===== src/rtl/raster_pkg.sv =====
`default_nettype none
// ============================================================================
//  Module   : raster_pkg
//  Purpose  : Shared constants and types for the pixel scan sequencer:
//             default screen geometry, background colour and FSM states.
//  Revision : 1.0  initial release
// ============================================================================
package raster_pkg;

    // Default screen geometry
    localparam int DEF_H_RES = 640;
    localparam int DEF_V_RES = 480;

    // Background colour, identical to what the raytracer emits for a miss
    localparam logic [7:0] BG_R = 8'd0;
    localparam logic [7:0] BG_G = 8'd0;
    localparam logic [7:0] BG_B = 8'd32;

    // Sequencer states, 3-bit encoding kept as plain constants
    typedef logic [2:0] state_t;
    localparam state_t ST_IDLE  = 3'd0;
    localparam state_t ST_ISSUE = 3'd1;
    localparam state_t ST_WAIT  = 3'd2;
    localparam state_t ST_EMIT  = 3'd3;
    localparam state_t ST_DONE  = 3'd4;

endpackage : raster_pkg
`default_nettype wire


===== src/rtl/raster_counter.sv =====
`default_nettype none
// ============================================================================
//  Module   : raster_counter
//  Purpose  : Raster-order x/y position register with advance and
//             synchronous clear, plus start/end-of-line/end-of-frame flags.
//  Revision : 1.0  initial release
// ============================================================================
module raster_counter #(
    parameter int H_RES = 640,
    parameter int V_RES = 480
) (
    input  logic       clk,
    input  logic       rst,
    input  logic       clear,
    input  logic       advance,
    output logic [9:0] x,
    output logic [8:0] y,
    output logic       is_sof,
    output logic       is_eol,
    output logic       is_eof
);

    localparam logic [9:0] X_LAST = 10'(H_RES - 1);
    localparam logic [8:0] Y_LAST = 9'(V_RES - 1);

    // Position register: advancing past the last pixel wraps back to (0,0)
    always_ff @(posedge clk) begin
        if (rst || clear) begin
            x <= '0;
            y <= '0;
        end else if (advance) begin
            if (x == X_LAST) begin
                x <= '0;
                if (y == Y_LAST) begin
                    y <= '0;
                end else begin
                    y <= y + 9'd1;
                end
            end else begin
                x <= x + 10'd1;
            end
        end
    end

    // Position flags decoded from the current coordinate
    always_comb begin
        is_sof = (x == '0) && (y == '0);
        is_eol = (x == X_LAST);
        is_eof = (x == X_LAST) && (y == Y_LAST);
    end

endmodule : raster_counter
`default_nettype wire


===== src/rtl/pixel_scan_sequencer.sv =====
`default_nettype none
// ============================================================================
//  Module   : pixel_scan_sequencer
//  Purpose  : Walks the screen in raster order, issues one pixel request at a
//             time to the raytracer core, collects the colour (or substitutes
//             background after a timeout) and forwards it as a tagged
//             valid/ready stream beat.
//  Revision : 1.0  initial release
// ============================================================================
module pixel_scan_sequencer
    import raster_pkg::*;
#(
    parameter int H_RES       = DEF_H_RES,
    parameter int V_RES       = DEF_V_RES,
    parameter int TIMEOUT_CYC = 15
) (
    input  logic       clk,
    input  logic       rst,
    input  logic       start,
    output logic       busy,
    output logic       frame_done,
    output logic [9:0] pixel_x,
    output logic [8:0] pixel_y,
    output logic       pixel_valid,
    input  logic [7:0] rt_r,
    input  logic [7:0] rt_g,
    input  logic [7:0] rt_b,
    input  logic       rt_valid,
    output logic       out_valid,
    input  logic       out_ready,
    output logic [7:0] out_r,
    output logic [7:0] out_g,
    output logic [7:0] out_b,
    output logic [9:0] out_x,
    output logic [8:0] out_y,
    output logic       out_sof,
    output logic       out_eol,
    output logic       out_eof,
    output logic       timeout_err,
    output logic       proto_err
);

    localparam logic [7:0] TIMEOUT_LAST = 8'(TIMEOUT_CYC);

    state_t     state;
    state_t     state_nxt;
    logic [7:0] wait_cnt;
    logic [9:0] cur_x;
    logic [8:0] cur_y;
    logic       is_sof;
    logic       is_eol;
    logic       is_eof;
    logic       start_accept;
    logic       handshake;
    logic       timeout_hit;
    logic       rt_capture;

    // Event decode shared by the state machine and datapath
    always_comb begin
        start_accept = (state == ST_IDLE) && start;
        handshake    = (state == ST_EMIT) && out_ready;
        rt_capture   = (state == ST_WAIT) && rt_valid;
        // A result arriving in the expiry cycle still wins over the timeout
        timeout_hit  = (state == ST_WAIT) && !rt_valid && (wait_cnt == TIMEOUT_LAST);
    end

    raster_counter #(
        .H_RES (H_RES),
        .V_RES (V_RES)
    ) u_raster_counter (
        .clk     (clk),
        .rst     (rst),
        .clear   (start_accept),
        .advance (handshake),
        .x       (cur_x),
        .y       (cur_y),
        .is_sof  (is_sof),
        .is_eol  (is_eol),
        .is_eof  (is_eof)
    );

    // Next-state logic
    always_comb begin
        state_nxt = state;
        case (state)
            ST_IDLE: begin
                if (start) begin
                    state_nxt = ST_ISSUE;
                end
            end
            ST_ISSUE: begin
                state_nxt = ST_WAIT;
            end
            ST_WAIT: begin
                if (rt_capture || timeout_hit) begin
                    state_nxt = ST_EMIT;
                end
            end
            ST_EMIT: begin
                if (out_ready) begin
                    state_nxt = is_eof ? ST_DONE : ST_ISSUE;
                end
            end
            ST_DONE: begin
                state_nxt = ST_IDLE;
            end
            default: begin
                state_nxt = ST_IDLE;
            end
        endcase
    end

    // State register; reset aborts any frame in flight
    always_ff @(posedge clk) begin
        if (rst) begin
            state <= ST_IDLE;
        end else begin
            state <= state_nxt;
        end
    end

    // Control outputs registered from the next state so none of them
    // depends combinationally on an input
    always_ff @(posedge clk) begin
        if (rst) begin
            busy        <= 1'b0;
            frame_done  <= 1'b0;
            pixel_valid <= 1'b0;
            out_valid   <= 1'b0;
        end else begin
            busy        <= (state_nxt == ST_ISSUE) || (state_nxt == ST_WAIT) ||
                           (state_nxt == ST_EMIT);
            frame_done  <= (state_nxt == ST_DONE);
            pixel_valid <= (state_nxt == ST_ISSUE);
            out_valid   <= (state_nxt == ST_EMIT);
        end
    end

    // Response wait counter: restarts on every request
    always_ff @(posedge clk) begin
        if (rst) begin
            wait_cnt <= '0;
        end else if (state == ST_ISSUE) begin
            wait_cnt <= '0;
        end else if ((state == ST_WAIT) && !rt_valid && !timeout_hit) begin
            wait_cnt <= wait_cnt + 8'd1;
        end
    end

    // Colour hold register: raytracer result or background on timeout
    always_ff @(posedge clk) begin
        if (rst) begin
            out_r <= BG_R;
            out_g <= BG_G;
            out_b <= BG_B;
        end else if (rt_capture) begin
            out_r <= rt_r;
            out_g <= rt_g;
            out_b <= rt_b;
        end else if (timeout_hit) begin
            out_r <= BG_R;
            out_g <= BG_G;
            out_b <= BG_B;
        end
    end

    // Sticky error flags, cleared by an accepted start
    always_ff @(posedge clk) begin
        if (rst) begin
            timeout_err <= 1'b0;
            proto_err   <= 1'b0;
        end else begin
            if (timeout_hit) begin
                timeout_err <= 1'b1;
            end else if (start_accept) begin
                timeout_err <= 1'b0;
            end
            // A stray strobe is recorded even if it coincides with start
            if (rt_valid && (state != ST_WAIT)) begin
                proto_err <= 1'b1;
            end else if (start_accept) begin
                proto_err <= 1'b0;
            end
        end
    end

    // Coordinates follow the position register, which only moves on a
    // handshake, so beat fields are stable while a beat is stalled
    always_comb begin
        pixel_x = cur_x;
        pixel_y = cur_y;
        out_x   = cur_x;
        out_y   = cur_y;
        out_sof = out_valid && is_sof;
        out_eol = out_valid && is_eol;
        out_eof = out_valid && is_eof;
    end

endmodule : pixel_scan_sequencer
`default_nettype wire


===== config.mk =====
export PLATFORM = sky130hd
export DESIGN_NAME = pixel_scan_sequencer
export DESIGN_NICKNAME = d
export VERILOG_FILES = /design/src/rtl/raster_pkg.sv /design/src/rtl/raster_counter.sv /design/src/rtl/pixel_scan_sequencer.sv
export SDC_FILE = /design/constraint.sdc
export NUM_CORES = 1
export LEC_CHECK = 0
export CORE_MARGIN = 1.5
export CORE_UTILIZATION = 44
export CTS_CLUSTER_SIZE = 12
export DETAILED_ROUTE_END_ITERATION = 7
export PLACE_DENSITY = 0.88
export SLEW_MARGIN = 10
export SYNTH_ARGS = -nofsm -noshare
export SYNTH_HDL_FRONTEND = slang
export SYNTH_SLANG_ARGS = --single-unit

===== constraint.sdc =====
create_clock -name clk -period 2.4 [get_ports clk]
set_input_delay 0.24 -clock clk [delete_from_list [all_inputs] [get_ports clk]]
set_output_delay 0.24 -clock clk [all_outputs]
set_load 0.01 [all_outputs]

==> After elaboration in Yosys (flattened, before gate mapping) <==
Cells that the tools add are included.
{ "op_classes": {"add_sub_neg": 3, "eq_ne": 11, "muxes": 15, "reduce_logical": 26} }
{ "op_table": {"columns": ["operator", "count"], "rows": [
  ["two-way mux 8 bit", 5],
  ["== test 3 x 2 -> 1 bit (second input constant)", 4],
  ["logical AND 1 bit", 12],
  ["two-way mux 3 bit", 4],
  ["one-hot mux 3 bit (4 select lines)", 1],
  ["adder 10 x 1 -> 10 bit (second input constant)", 1],
  ["== test 10 bit (second input constant)", 1],
  ["zero test 10 bit", 1],
  ["two-way mux 10 bit", 1],
  ["adder 9 x 1 -> 9 bit (second input constant)", 1],
  ["== test 9 bit (second input constant)", 1],
  ["zero test 9 bit", 1],
  ["two-way mux 9 bit", 1],
  ["adder 8 x 1 -> 8 bit (second input constant)", 1],
  ["== test 8 x 4 -> 1 bit (second input constant)", 1],
  ["== test 3 x 1 -> 1 bit (second input constant)", 2],
  ["nonzero test 2 bit", 3],
  ["logical OR 1 bit", 4],
  ["== test 3 bit (second input constant)", 1],
  ["zero test 3 bit", 1],
  ["two-way mux 1 bit", 3],
  ["inequality test 3 x 2 -> 1 bit (second input constant)", 1],
  ["zero test 1 bit", 2],
  ["AND reduction 2 bit", 1],
  ["OR reduction 2 bit", 1]
]} }
{ "word_totals": {"reg_bits": 60, "in_bits": 29, "output_inout_bits": 71, "word_cells": 68} }

==> Depth between registers and ports, before layout <==
{ "depth": {"word_depth": 9, "ltp_mapped": 7} }

==> Modules after synthesis <==
From an unflattened synthesis, not the netlist that was laid out.
{ "hier_totals": {"cells_unflattened": 288, "area_unflattened_um2": 2703.8} }
{ "modules_own_cells": {"columns": ["module", "n_inst", "cells_per_inst", "area_per_inst_um2", "seq_area_each_um2"], "rows": [
  ["pixel_scan_sequencer", 1, 165, 1676.6, 820.8],
  ["raster_counter", 1, 123, 1027.2, 380.4]
]} }

==> Worst setup path after synthesis <==
No wires, ideal clock.
{ "synth_timing": {"path_kind": "register to register", "start": "register u_raster_counter.x[1]", "end": "register u_raster_counter.y[8]", "arrival_time_ns": 2.029, "path_slack_ns": 0.301, "path_stages_with_launch": 7, "n_path_buf": 1, "period_less_slack_ns": 2.099, "cell_sequence": "dfxtp_1 ha_1 nand3_1 or4_1 buf_2 or4b_1 a21oi_1"} }
{ "synth_between": {"elab_chain_cells": 2} }
{ "synth_rtl": {"columns": ["item", "line", "text"], "rows": [
  ["start: declaration", "raster_counter.sv:16", "output logic [9:0] x,"],
  ["start signal: assignment", "raster_counter.sv:40", "x <= x + 10'd1;"],
  ["== test 10 bit", "raster_counter.sv:32", "if (x == X_LAST) begin"],
  ["AND reduction 2 bit (no source line)", null, null],
  ["end signal: assignment", "raster_counter.sv:37", "y <= y + 9'd1;"],
  ["end: declaration", "raster_counter.sv:17", "output logic [8:0] y,"]
]} }
Every way passes these cells.
A chain may end at the register's enable or synchronous reset.

==> Worst setup path after layout <==
{ "layout_timing": {"start": "register u_raster_counter.x[0]", "end": "output out_eof"} }
{ "layout_between": {"elab_chain_cells": 3} }
{ "layout_rtl": {"columns": ["item", "line", "text"], "rows": [
  ["== test 10 bit", "raster_counter.sv:49", "is_eof = (x == X_LAST) && (y == Y_LAST);"],
  ["logical AND 1 bit", "raster_counter.sv:49", null],
  ["logical AND 1 bit", "pixel_scan_sequencer.sv:196", "out_eof = out_valid && is_eof;"],
  ["end: declaration", "pixel_scan_sequencer.sv:38", "output logic out_eof,"]
]} }
Every way passes these cells.

==> summary by stage <==
Outcome
The flow ran to the end, and the final reports show no timing, DRC or antenna violations.

Yosys
The number of nets handed over by synthesis was between 300 and 400. The post-synthesis cell area is 2628 um^2. dfxtp_1 takes more of the synthesized area than any other cell.

Synthesis handed over a netlist of 289 instances. The main flop type after synthesis is dfxtp_1. The post-synthesis sequential area ratio is between 40 and 50%.

The number of flops mapped to enable cells by yosys is 0. For this run, the number of Yosys warnings is 0. Synthesis instantiated between 40 and 50 different standard cells from the library. In the synthesized netlist the async set-or-reset flop fraction comes to 0%. A synthesized cell averages 9.092 um^2. The synthesized flop and latch total is 60.

In the post-synthesis netlist, the biggest area contributors are dfxtp_1, a22o_1, buf_4. The share of the synthesized area in the top cell type is between 40% and 50%.

Setup path
The nature of the critical path endpoint is a primary output. The critical path's top delay family is simple AND/OR/NAND/NOR gates. The maximum fanout count along the critical path is 6.

For this run, the slowest stage of the critical path takes between 400 and 500 ps. The kind of launch point of the worst setup path is a flop. The cell count along the critical path is 5. The signal on the critical path passes through ha_2, nand3_2, or3_4, nor3_1, dlygate4sd2_1. On the critical path, the stage with the largest delay is an instance of or3_4. The type of the setup path with the least slack is flop to primary output. At the worst endpoint, the arrival time is roughly 1900 ps. The number of buffer and inverter stages on the critical path is 1. The worst register-to-register path has a depth of 5. The data required time of the worst path is ~2200 ps.

CTS
The TritonCTS clock tree is yes. The cell sitting at the root of the clock tree is a clkbuf_8. After clock tree synthesis, the clock-pin slew on the worst setup and hold paths is 60 ps. The clock passes through at most 2 buffers. The clock reaches the later pin of the worst-skew pair after about 330 ps. In this run the number of H-tree levels came out at 3. In this run, CTS created clock tree buffers numbering 9. The number of sinks handled by clock tree synthesis is 60.

Floorplan
The boundary pin count is 100. The starting utilization of the core area is a little under half. Measured along the y axis, the die boundary spans 80.28 um.

The placeable core region is about 5600 um^2. The die area is roughly 6400 um^2. The die is approximately 80 um wide. In this run the core area contains 27 standard-cell rows.

Drt
The number of vias per cell after detailed routing is about 5.4. After detailed routing, the number of remaining DRC violations is 0. The number of DRC markers after the initial detailed-route iteration is between 90 and 100. Dividing the detail-routed wire length by the instance count gives 13.98 um.

The total via count after detailed routing is ~2500. Before antenna repair, the detailed router went through 4 iterations. The wire length after detailed routing is between 6000 and 7000 um. The number of nets still failing antenna checks after routing is 0.

Timing
Setup slack closes at roughly 230 ps. The final worst clock skew is 4.094 ps. The final-report hold violation count came to 0. The final-report max-slew violation count was 0. The worst hold slack is 459.6 ps. The worst slew margin relative to its limit is around 59%. For the finished layout, the period the worst path requires is 2171 ps.

The measured slew at the worst slew-check pin is ~600 ps. Summed over all failing endpoints, the final setup total negative slack is 0 ps. The number of setup violations in the final report is 0. Setup repair after global routing left no endpoint under its margin.

The share of the clock period used by the worst path is between 90% and 100%. Based on the critical path, the design can be clocked at up to 460.7 MHz.

Place
Detailed placement ended at an HPWL of 4667 um. The final estimated routing congestion in global placement is approximately 0.85. The count of input and output buffers is 99. The worst-case setup slack after placement is 163.7 ps. In this run the cell area measured after placement is 3598 um^2. The number of placed instances, taps included is roughly 440.

Final layout
The utilization after layout is approximately 67%. In the final design database the tool counted between 400 and 500 nets. The count of cells in the finished layout, fillers not included, comes to around 450. The layout overhead on the synthesized area is 44.48%. The number of antenna diodes is 0. Once layout is done, the placed cells without fillers occupy ~3800 um^2. The flip-flop and latch area is around 1200 um^2.

The total of fill cells in the finished design is 450. The footprint of the multi-input gates is ~1200 um^2. Of the cells placed in the final design, the portion with a size suffix greater than 1 is roughly 9.2%.

GRT
The initial antenna violation count is 0. The largest net degree at the start of global routing is 25. The via count of the first global-routing pass was ~2300. The global-route usage over all layers is 21.28%.

The first-pass GRT wire length is about 10000 um. After global routing the overflow that remains totals 0.

Power and ir drop
In this run the power density over the cells is 530.5 nW/um^2. After layout, the design draws a total of between 2 and 2.5 mW. The peak supply drop is between 0.3 and 0.4 mV.

The analysis attributes to cell leakage a power of 1.402 nW.

Flow run
The max-capacitance violation count is 0.

Min path
The worst hold path stage count is 3. The worst min-delay path category is input pin to flop.
==> worst reg2reg max path: cells and delay by family (launching register included) <==
kind | cells | cell delay (ps)
and+or+nand+nor | 3 | 1270
DFF | 1 | 370
buffers and inverters | 1 | 200
AOI/OAI and AO/OA | 1 | 140
==> layout make-up <==
cell class / count / area share [%]
multi-input cells: 188 / 32.53
flip-flops and latches: 60 / 31.74
repair buffers: 109 / 28.18
clock buffers: 14 / 4.021
well taps: 72 / 2.373
inverters: 9 / 0.8899
clock inverters: 2 / 0.2637
==> metal layers <==
metal  part of all wire [%]  vias to the layer above  track usage (%)
met5                      0                        -                0
met4                    1.6                        0            10.00
met3                    8.6                        8            7.727
met2                     47                      115            35.29
met1                     42                     1149            24.16
li1                       -                     1202                -
==> report_power, final <==
part	internal, mW	switching, mW	total [mW]
Clock	0.401	0.368	0.769
Combinational	0.113	0.0880	0.201
Sequential	1.02	0.0215	1.04
==> cells by family (layout without fill, tap and decap cells) <==
| kind of cell | Yosys count | count (layout) | synth area share (%) |
|---|---|---|---|
| and+or+nand+nor | 108 | 108 | 22.29 |
| AOI/OAI and AO/OA | 60 | 60 | 15.86 |
| DFF | 60 | 60 | 45.71 |
| buffers and inverters | 41 | 134 | 8.667 |
| xor gates and xnor gates | 13 | 13 | 4.333 |
| adders and majority gates | 5 | 5 | 2.381 |
| muxes | 2 | 2 | 0.7619 |
==> cells in the mapped netlist (2+ instances only) <==
cell type / count
and4b_1: 3
inv_1: 9
or4b_2: 2
o21ai_0: 10
ha_1: 5
nand3_1: 15
and3_1: 6
xnor2_1: 6
nand3b_1: 2
a21oi_1: 15
a211oi_1: 3
or3_1: 8
nor3_1: 7
buf_2: 2
nand2_1: 19
a21o_1: 2
buf_4: 19
xor2_1: 7
dfxtp_1: 60
nor4_1: 7
a21boi_0: 2
or4_1: 3
nor2_1: 22
a22o_1: 23
clkbuf_1: 11
nand4_1: 5
mux2i_1: 2
==> placed cells by master, fill, tap and decap left out, types with 6 or more instances in the layout <==
cell             netlist  layout
buf_4                 19      10
or3_1                  8       7
o21ai_0               10      10
nor3_1                 7       7
dfxtp_1               60      57
clkdlybuf4s50_1        0      96
clkbuf_8               0      10
nand3_1               15      14
nand2_1               19      19
xnor2_1                6       6
inv_1                  9       9
nor2_1                22      22
xor2_1                 7       7
a21oi_1               15      14
and3_1                 6       6
a22o_1                23      23
==> flip-flops by register name, summed over array words and instances (netlist names), 3 cells and up <==
name,cells
u_raster_counter.y,9
u_raster_counter.x,10
out_b,8
out_g,8
out_r,8
state,3
wait_cnt,8
==> worst paths after layout <==
kind	from	slack [ps]	endpoint
worst min register to register	out_g[5]	480	out_g[5]
worst min-delay path	rt_b[5]	460	out_b[5]
worst max-delay path	u_raster_counter.x[0]	230	out_eof
worst max register to register	u_raster_counter.x[9]	340	u_raster_counter.y[4]
==> timing repair <==
action                     CTS  global route
hold buffers                 0             0
buffers inserted             0             0
setup endpoints to repair    2             2
gates cloned                 0             0
pin swaps                    0             0
resized for setup            4             8
Note: power is estimated with default switching activity, not from simulation.
==> RTL change 1: new RTL, same flow settings <==
Register the output `timeout_err` once more, with the module's reset; this adds one clock of latency there. The other outputs are not delayed to match.
--- a/src/rtl/pixel_scan_sequencer.sv
+++ b/src/rtl/pixel_scan_sequencer.sv
@@ -42,6 +42,8 @@
 
     localparam logic [7:0] TIMEOUT_LAST = 8'(TIMEOUT_CYC);
 
+    logic timeout_err_s0;
+
     state_t     state;
     state_t     state_nxt;
     logic [7:0] wait_cnt;
@@ -167,13 +169,13 @@
     // Sticky error flags, cleared by an accepted start
     always_ff @(posedge clk) begin
         if (rst) begin
-            timeout_err <= 1'b0;
+            timeout_err_s0 <= 1'b0;
             proto_err   <= 1'b0;
         end else begin
             if (timeout_hit) begin
-                timeout_err <= 1'b1;
+                timeout_err_s0 <= 1'b1;
             end else if (start_accept) begin
-                timeout_err <= 1'b0;
+                timeout_err_s0 <= 1'b0;
             end
             // A stray strobe is recorded even if it coincides with start
             if (rt_valid && (state != ST_WAIT)) begin
@@ -196,6 +198,14 @@
         out_eof = out_valid && is_eof;
     end
 
+    always_ff @(posedge clk) begin
+        if (rst) begin
+            timeout_err <= '0;
+        end else begin
+            timeout_err <= timeout_err_s0;
+        end
+    end
+
 endmodule : pixel_scan_sequencer
 `default_nettype wire
 
Function: same outputs for any inputs over 10 cycles, from zero or initial values and one cycle with rst high; that may be too few to reach the edited logic, so the function may still have changed.
==> RTL change 1 against the original RTL <==
  * Die area rose by 0.96%
  * Setup slack got worse by 22 ps
  * Design area is 1.5% higher
  * Sequential cell count grew 1
  * Area after synthesis rose by 1.0%
  * Routed wire length rose by 5.3%
  * Register-to-register slack worse by 60 ps
  * Non-clock buffer count grew 1
  * Total power is 10% higher
  * Critical path type unchanged
  * Largest power group unchanged
==> RTL change 1: results <==
{
  "status": "finished clean",
  "post-place-ws_ps": 207,
  "grt_max_degree": 25,
  "yosys-top-cells-area": "dfxtp_1 46%, a22o_1 7.6%, buf_4 5.4%",
  "fmax_ghz": 0.456,
  "whs_ps": 457,
  "place_area_sq_mm": 0.00364,
  "synth_warnings": 0,
  "leakagePower_nw": 1.43,
  "arrival_ps": 1950,
  "synth-seq-area-share_pct": 46.0,
  "grt_pass1_wl_um": 10800,
  "grt_pass1_vias": 2425,
  "htreeDepth": 3,
  "hold_class": "in2reg",
  "gp_congestion": 0.911,
  "synth_nets": 325,
  "antenna_found_initial": 0,
  "final_nets": 414,
  "vias_per_cell": 5.46,
  "n_antenna_cell": 0,
  "drive_gt1_share_pct": 8.31,
  "cts_buffer_depth": 2,
  "crit_fanout": 6,
  "synth_cell_types": 41,
  "slew_headroom_pct": 59.5,
  "cts_inserted_buffers": 9,
  "track_usage_pct": 21.9,
  "skew_ps": 5.12,
  "synthTopCellsByCount": "61 x dfxtp_1, 23 x a22o_1, 22 x nor2_1, 19 x buf_4, 19 x nand2_1",
  "rrSetupSlack_ps": 280,
  "routedWlPerCell_um": 14.5,
  "ir_drop_mv": 0.400,
  "dp_hpwl_um": 4890,
  "drt_iter0_drc": 113
}
RTL change 1: cell type report:
| class | instances | area [sq um] |
|---|---|---|
| fill | 462 | 2030 |
| sequential | 61 | 1220 |
| multi-input combinational | 189 | 1220 |
| timing repair buffer | 110 | 1080 |
| clock buffer | 11 | 131 |
| tap | 75 | 93.8 |
| clock inverter | 5 | 75.1 |
| inverter | 9 | 33.8 |
RTL change 1: cell families after synthesis:
group,synth area share [%]
and+or+nand+nor,22.3
DFF,46.0
AOI/OAI and AO/OA,15.7
buffers and inverters,8.58
xor gates and xnor gates,4.29
adders and majority gates,2.36
muxes,0.754
RTL change 1: repair_timing:
item / in CTS / in global routing
hold buffers: 0 / 0
endpoints found under the setup margin: 2 / 2
resized for setup: 4 / 2
RTL change 1: power by group:
part / internal (mW) / total (mW) / switching [mW]
Clock: 0.580 / 0.959 / 0.379
Sequential: 1.04 / 1.06 / 0.0224
Combinational: 0.113 / 0.201 / 0.0883
RTL change 1: per-stage QoR:
stage                     util [%]  std cells
after floorplan                  -        291
after global placement        61.8        444
after detailed placement      61.8        444
after CTS                     65.4        460
after global routing          65.5        460
final                         65.5        460
RTL change 1: final timing paths:
kind | start | endpoint | cells past startpoint
worst min-delay path | rt_b[5] | out_b[5]$_SDFFE_PP1P_ | 3
worst min register to register | out_b[7]$_SDFFE_PP0P_ | out_b[7]$_SDFFE_PP0P_ | 1
worst max-delay path | u_raster_counter.x[9]$_SDFFE_PP0P_ | out_eof | 4
worst max register to register | u_raster_counter.x[9]$_SDFFE_PP0P_ | u_raster_counter.y[4]$_SDFFE_PP0P_ | 5
RTL change 1: per-layer routing:
metal | GRT usage (%) | wire length (um) | vias up
met4 | 11.2 | 146 | 0
met3 | 8.18 | 638 | 12
li1 | - | - | 1210
met1 | 23.7 | 2670 | 1163
met2 | 37.0 | 3230 | 126
met5 | 0 | 0 | -
RTL change 1: worst max-delay path, stage by stage, from the launching register on:
cell and delay, ps:
dfxtp_1 400, or3b_1 400, or3_1 360, nor3_1 170, dlygate4sd2_1 280
==> RTL change 2: new RTL, same settings <==
Without the edit above. Set the parameter `TIMEOUT_CYC` to 8 (it was 15).
--- a/src/rtl/pixel_scan_sequencer.sv
+++ b/src/rtl/pixel_scan_sequencer.sv
@@ -12,7 +12,7 @@
 #(
     parameter int H_RES       = DEF_H_RES,
     parameter int V_RES       = DEF_V_RES,
-    parameter int TIMEOUT_CYC = 15
+    parameter int TIMEOUT_CYC = 8
 ) (
     input  logic       clk,
     input  logic       rst,
Behaviour: same outputs for any inputs over 10 cycles, from zero or initial values and one cycle with rst high; that may be too few to reach the edited logic, so the function may still have changed.
==> RTL change 2 against the original RTL <==
  * Die area is 2.3% higher
  * Area after synthesis rose by 2.4%
  * Highest routed layer unchanged
  * Design area is 2.0% higher
  * Setup slack lost 21 ps
  * Largest cell class unchanged
  * Total power is 3.9% higher
  * Largest power group unchanged
  * Sequential cell count unchanged
  * Routed wire length is 2.2% higher
==> RTL change 2: results <==
{
  "use_met3_pct": 7.30,
  "nNonClkInverters": 12,
  "clkbuf_count": 15,
  "slew_headroom_pct": 52.7,
  "finalWirelength_um": 6490,
  "multi_input_area_sq_mm": 0.00128,
  "cpMaxStageDelayCell": "or3b_1",
  "bufAreaShareNonClock_pct": 27.6,
  "place_area_sq_mm": 0.00367,
  "gr-usage-met2_pct": 33.3,
  "seq_area_sq_mm": 0.00120,
  "status": "finished clean",
  "seq_share_pct": 31.1,
  "wl_met3_um": 601,
  "post-place-ws_ps": 55.8,
  "skew_ps": 6.59,
  "synth-seq-area-share_pct": 44.6,
  "vias_per_cell": 5.27,
  "whs_ps": 455,
  "r2r-end": "u_raster_counter.y[5]$_SDFFE_PP0P_",
  "r2r_start": "u_raster_counter.x[7]$_SDFFE_PP0P_",
  "yosys-top-cells-area": "dfxtp_1 45%, a22oi_1 6.4%, nor2_1 6.4%",
  "min_path_cells": 2,
  "arrival_ps": 1950,
  "clock_area_share_pct": 4.69,
  "gr-usage-met1_pct": 23.2,
  "track_usage_pct": 20.4,
  "whs_endpoint": "timeout_err$_SDFFE_PP0P_",
  "fillers": 487,
  "synth_cell_types": 43,
  "min_from": "timeout_err$_SDFFE_PP0P_",
  "slowest_delay_ps": 400
}
==> RTL change 2: cell count changes after synthesis, moves of 3 or more <==
cell	unedited run	this run
or3_1	8	4
a22o_1	23	0
a22oi_1	1	23
nor4_1	7	4
nand3_1	15	7
nor2_1	22	46
inv_1	9	12
and3_1	6	3
nand4_1	5	10
==> RTL change 2: kinds of logic (layout without fill, tap and decap cells) <==
group | after synthesis | after routing | synth area share (%)
AOI/OAI and AO/OA | 53 | 53 | 12.8
xor gates and xnor gates | 15 | 15 | 4.88
adders and majority gates | 6 | 6 | 2.79
buffers and inverters | 45 | 137 | 9.21
DFF | 60 | 60 | 44.6
muxes | 3 | 3 | 1.12
and+or+nand+nor | 125 | 125 | 24.5
==> RTL change 2: power breakdown <==
group | switching (mW) | leakage, nW | internal, mW | total (mW)
Clock | 0.365 | 0.0937 | 0.460 | 0.825
Sequential | 0.0233 | 0.486 | 1.02 | 1.05
Combinational | 0.0996 | 0.796 | 0.124 | 0.223
Total | 0.488 | 1.38 | 1.61 | 2.09
